<file path="config.mk">
export PLATFORM = sky130hd
export DESIGN_NAME = fb_scanout
export DESIGN_NICKNAME = d
export VERILOG_FILES = /design/src/rtl/fb_scanout.sv
export SDC_FILE = /design/constraint.sdc
export NUM_CORES = 1
export LEC_CHECK = 0
export CORE_ASPECT_RATIO = 1.2
export CORE_UTILIZATION = 45
export DETAILED_ROUTE_END_ITERATION = 8
export PLACE_DENSITY = 0.86
export REMOVE_ABC_BUFFERS = 1
export SYNTH_ARGS = -nofsm -noshare
export SYNTH_HDL_FRONTEND = slang
export SYNTH_SLANG_ARGS = --single-unit
</file>
<file path="constraint.sdc">
create_clock -name i_clk -period 3.05 [get_ports i_clk]
set_input_delay 0.61 -clock i_clk [delete_from_list [all_inputs] [get_ports i_clk]]
set_output_delay 0.61 -clock i_clk [all_outputs]
set_load 0.02 [all_outputs]
</file>
<file path="src/rtl/fb_scanout.sv">
// rtl/fb_scanout.sv - VGA raster timing generator that scans the framebuffer through the palette
// Counter values reach the pins 3 clocks later: fb read, palette read, then the output register.
module fb_scanout #(
    parameter int RESOLUTION_X   = 400,
    parameter int RESOLUTION_Y   = 300,
    parameter int PALETTE_LENGTH = 256,
    parameter int COLOR_BITS     = 12,
    parameter int SCALE          = 2,
    parameter int H_VISIBLE      = 800,
    parameter int H_FRONT        = 40,
    parameter int H_SYNC         = 128,
    parameter int H_BACK         = 88,
    parameter int V_VISIBLE      = 600,
    parameter int V_FRONT        = 1,
    parameter int V_SYNC         = 4,
    parameter int V_BACK         = 23,
    parameter int SYNC_POL       = 1
) (
    input  logic                              i_clk,
    input  logic                              i_reset,
    output logic [$clog2(RESOLUTION_X)-1:0]   o_fb_rd_x,
    output logic [$clog2(RESOLUTION_Y)-1:0]   o_fb_rd_y,
    input  logic [$clog2(PALETTE_LENGTH)-1:0] i_fb_rd_index,
    output logic [$clog2(PALETTE_LENGTH)-1:0] o_palette_rd_index,
    input  logic [COLOR_BITS-1:0]             i_palette_rd_color,
    output logic                              o_vga_hsync,
    output logic                              o_vga_vsync,
    output logic [COLOR_BITS-1:0]             o_vga_rgb,
    output logic                              o_vblank,
    output logic                              o_frame_start
);
    localparam int H_TOTAL = H_VISIBLE + H_FRONT + H_SYNC + H_BACK;
    localparam int V_TOTAL = V_VISIBLE + V_FRONT + V_SYNC + V_BACK;
    localparam int HW      = $clog2(H_TOTAL);
    localparam int VW      = $clog2(V_TOTAL);
    localparam int XW      = $clog2(RESOLUTION_X);
    localparam int YW      = $clog2(RESOLUTION_Y);
    localparam int SHIFT   = $clog2(SCALE);

    localparam logic [HW-1:0] H_LAST     = HW'(H_TOTAL - 1);
    localparam logic [VW-1:0] V_LAST     = VW'(V_TOTAL - 1);
    localparam logic [HW-1:0] H_VIS      = HW'(H_VISIBLE);
    localparam logic [VW-1:0] V_VIS      = VW'(V_VISIBLE);
    localparam logic [HW-1:0] H_SYNC_BEG = HW'(H_VISIBLE + H_FRONT);
    localparam logic [HW-1:0] H_SYNC_END = HW'(H_VISIBLE + H_FRONT + H_SYNC);
    localparam logic [VW-1:0] V_SYNC_BEG = VW'(V_VISIBLE + V_FRONT);
    localparam logic [VW-1:0] V_SYNC_END = VW'(V_VISIBLE + V_FRONT + V_SYNC);
    localparam logic          SP         = 1'(SYNC_POL);

    // Control bits: {frame_start, vblank, vsync, hsync, active}
    localparam logic [4:0] CTL_RST = {1'b0, 1'b0, ~SP, ~SP, 1'b0};

    logic [HW-1:0] r_h_cnt;
    logic [VW-1:0] r_v_cnt;
    logic [4:0]    r_ctl_d1;
    logic [4:0]    r_ctl_d2;

    logic          w_h_vis;
    logic          w_v_vis;
    logic          w_active;
    logic          w_hsync;
    logic          w_vsync;
    logic [4:0]    w_ctl0;

    assign w_h_vis  = (r_h_cnt < H_VIS);
    assign w_v_vis  = (r_v_cnt < V_VIS);
    assign w_active = w_h_vis && w_v_vis;
    assign w_hsync  = (r_h_cnt >= H_SYNC_BEG && r_h_cnt < H_SYNC_END) ? SP : ~SP;
    assign w_vsync  = (r_v_cnt >= V_SYNC_BEG && r_v_cnt < V_SYNC_END) ? SP : ~SP;
    assign w_ctl0   = {(r_h_cnt == '0) && (r_v_cnt == '0), ~w_v_vis, w_vsync, w_hsync, w_active};

    // Addresses park at 0 during blanking so they never leave the framebuffer.
    assign o_fb_rd_x          = w_active ? r_h_cnt[SHIFT +: XW] : '0;
    assign o_fb_rd_y          = w_active ? r_v_cnt[SHIFT +: YW] : '0;
    assign o_palette_rd_index = i_fb_rd_index;

    always_ff @(posedge i_clk or posedge i_reset) begin
        if (i_reset) begin
            r_h_cnt <= '0;
            r_v_cnt <= '0;
        end else if (r_h_cnt == H_LAST) begin
            r_h_cnt <= '0;
            r_v_cnt <= (r_v_cnt == V_LAST) ? '0 : r_v_cnt + 1'b1;
        end else begin
            r_h_cnt <= r_h_cnt + 1'b1;
        end
    end

    always_ff @(posedge i_clk or posedge i_reset) begin
        if (i_reset) begin
            r_ctl_d1      <= CTL_RST;
            r_ctl_d2      <= CTL_RST;
            o_vga_rgb     <= '0;
            o_vga_hsync   <= ~SP;
            o_vga_vsync   <= ~SP;
            o_vblank      <= 1'b0;
            o_frame_start <= 1'b0;
        end else begin
            r_ctl_d1      <= w_ctl0;
            r_ctl_d2      <= r_ctl_d1;
            o_vga_rgb     <= r_ctl_d2[0] ? i_palette_rd_color : '0;
            o_vga_hsync   <= r_ctl_d2[1];
            o_vga_vsync   <= r_ctl_d2[2];
            o_vblank      <= r_ctl_d2[3];
            o_frame_start <= r_ctl_d2[4];
        end
    end
endmodule

</file>
==> results.toml <==
[run_status]
run_status = "finished, final reports clean"

[synthesis]
syn_area_um2 = 2190
synthTopCellsByArea = "dfrtp_1, and2_1, buf_4"
synth_edf_count = 0
synth_top_area_cell = "dfrtp_1"
ys_types = 44
synth_top_area_share_pct = 53.6
syn_inst = 202
synth_most_common_cell = "dfrtp_1"
ys_top_cells_by_count = "dfrtp_1, and2_1, nand2_1, nand3_1"
synth_warnings = 0
postSynthAreaPerCell_um2 = 10.9
synth_seq_cells = 47
async_flop_share_pct = 100
synthFlopType = "dfrtp_1"
seq_area_frac_synth_pct = 53.6

[timing]
timing.final.crit_period_ns = 2.90
timing.hold.ws_ns = 0.353
max_freq_ghz = 0.345
period_share_pct = 95.0
rsz0062_at_grt = "no"
fin_setup_tns_ns = 0
maxSlewHeadroom_pct = 62.4
finalClockSkew_ns = 0.00324
hold_viol = 0
final-setup-viol-count = 0
final-max-slew-violation-count = 0
worst_pin_slew_ns = 0.564

[critical_path]
max_stage_delay_ns = 0.59
required_ns = 2.44
crit_path_start_kind = "register"
cp_max_fo = 13
crit_family = "buffers and inverters"
crit_arrival_ns = 2.29
crit_chain = "nor2_4 > o21ai_2 > a211oi_4 > buf_6 > and2_1 > clkdlybuf4s50_1"
cp.depth = 6
cp_num_buf_inv = 2
rr_worst_depth = 5
crit_type = "reg -> out"
critPathCaptureType = "primary output"
crit_path_top_delay_cell = "clkdlybuf4s50_1"

[clocking]
clkSinkCount = 47
cts_hold_buf = 0
clockBufferDepth = 2
cts_buffers = 5
clkSlewWorstSetupHoldPaths_ns = 0.08
clk-insertion-delay-late_ns = 0.30
cts_root_buf = "clkbuf_8"
cts_tree = "built"
htree_levels = 2

[finish]
multi_input_area_um2 = 881
drive_above_1_share_pct = 10.2
n_fill_cell = 385
nNetsFinal = 271
regArea_um2 = 1180
areaGrowthSynthToFinish_pct = 27.0
diodes = 0

[die]
initial_utilization_pct = 47.4
die_area_um2 = 5160
io_pins = 64
rows = 27
die_h_um = 78.5
core_um2 = 4630
die_w_um = 65.7

[power]
switching_share_pct = 20.6
internal-power_w = 0.000907
irDropWorstVdd_mv = 0.263
p_switching_w = 0.000235
power_leakage_nw = 1.23
p_per_area_nw_per_um2 = 410
seqPwrFrac_pct = 55.4
p_comb_share_pct = 5.4
clkPwrFrac_pct = 39.3

[worst_hold_path]
worstHoldPathType = "reg -> reg"
hold_path_depth = 0

[placement]
dp_hpwl_um = 2980
routabilityCongestion = 0.853
io_buffers = 47

[grt]
grtUsageTotal_pct = 17.9
grt_antenna_before_repair = 0
grt_max_degree = 48
grt_pass1_vias = 1479
grt_overflow_total = 0
grt_pass1_wl_um = 6860

[run]
cap_violations = 0

[drt]
drt-total-wl_um = 4230
drtIter0Drc = 55
drc_errors = 0
drtPass1Iterations = 4
ant_nets = 0
num_vias = 1580
vias_per_cell = 5.21
routedWlPerCell_um = 13.9
worst reg2reg max path, delay by kind of cell, from the launching register on:
kind                       cells  cell delay (ns)
adders and majority gates      1             0.25
and+or+nand+nor                3             0.95
AOI/OAI and AO/OA              1             0.31
DFF                            1             0.40
cell type report:
cell class | instances | area share (%)
clock buffers | 5 | 2.47
clock inverters | 3 | 1.57
repair buffers | 53 | 18.4
flip-flops and latches | 47 | 42.3
multi-input cells | 129 | 31.6
well taps | 58 | 2.60
inverters | 8 | 1.08
cell usage in the layout (no fill, tap or decap), types with 2 or more instances in the layout:
cell type	instances
and2_1	34
xnor2_1	3
a41oi_1	3
o21ai_0	5
nand3_1	10
clkdlybuf4s50_1	42
inv_1	7
ha_1	5
xor2_1	7
buf_4	5
o31ai_1	2
o22ai_1	2
dlygate4sd2_1	5
nor4_1	3
a21oi_1	2
nand2_1	10
nor3_1	4
and3_1	3
nor2_1	9
clkbuf_8	5
nand4_1	5
dfrtp_1	46
path summary, 6_finish.rpt:
path	from	end	slack, ns
min reg2reg	r_ctl_d2[1]	o_vga_hsync	0.35
max reg2reg	r_h_cnt[0]	r_v_cnt[9]	1.04
min in group asynchronous	i_reset	o_vga_hsync	0.75
max in group asynchronous	i_reset	r_h_cnt[5]	1.89
min	r_ctl_d2[1]	o_vga_hsync	0.35
max	r_v_cnt[7]	o_fb_rd_x[8]	0.15
per-stage QoR:
| stage | utilization [%] | worst slack (ns) | total power (W) | cell area, um2 | std cells |
|---|---|---|---|---|---|
| after floorplan | - | 0.958 | 0.000670 | 2080 | 184 |
| after global placement | 57.4 | 0.321 | 0.000706 | 2660 | 294 |
| after global routing | 60.2 | 0.0347 | 0.00120 | 2790 | 303 |
| final | 60.2 | 0.153 | 0.00114 | 2790 | 303 |
| after detailed placement | 57.4 | 0.286 | 0.000707 | 2660 | 294 |
| after CTS | 60.0 | 0.0159 | 0.00116 | 2780 | 302 |
layer usage:
metal	share of wire (%)	up-vias	global-route usage (%)	wire (um)
li1	-	759	-	-
met2	48	70	28.4	2030
met5	0	-	0	0
met1	42	740	20.7	1780
met4	3.1	0	9.35	130
met3	6.8	11	6.69	289
timing repair:
item                                    4_1_cts  5_1_grt
endpoints found under the hold margin         0        0
gates resized for setup                       8        1
endpoints found under the setup margin       12        7
setup buffers                                 0        1
pin swaps                                     0        1
cells by family after synthesis:
family / Yosys count / synth area share [%]
and+or+nand+nor: 90 / 24.3
muxes: 1 / 0.684
DFF: 47 / 53.6
adders and majority gates: 5 / 2.85
AOI/OAI and AO/OA: 23 / 7.82
buffers and inverters: 26 / 6.73
xor gates and xnor gates: 10 / 3.99
power groups by stage:
stage          combinational [W]  sequential [W]  clock (W)
2_1_floorplan          0.0000145        0.000656          0
3_3_place_gp           0.0000615        0.000645          0
3_5_place_dp           0.0000621        0.000645          0
4_1_cts                0.0000625        0.000633   0.000467
5_1_grt                0.0000672        0.000633   0.000498
6_report               0.0000611        0.000632   0.000448
flip-flops by register name, indices dropped and copies added (netlist names):
name,cells
r_ctl_d1,5
o_vblank,1
r_v_cnt,10
o_vga_vsync,1
r_ctl_d2,5
o_vga_rgb,12
o_vga_hsync,1
r_h_cnt,11
o_frame_start,1
Note: power is estimated with default switching activity, not from simulation.
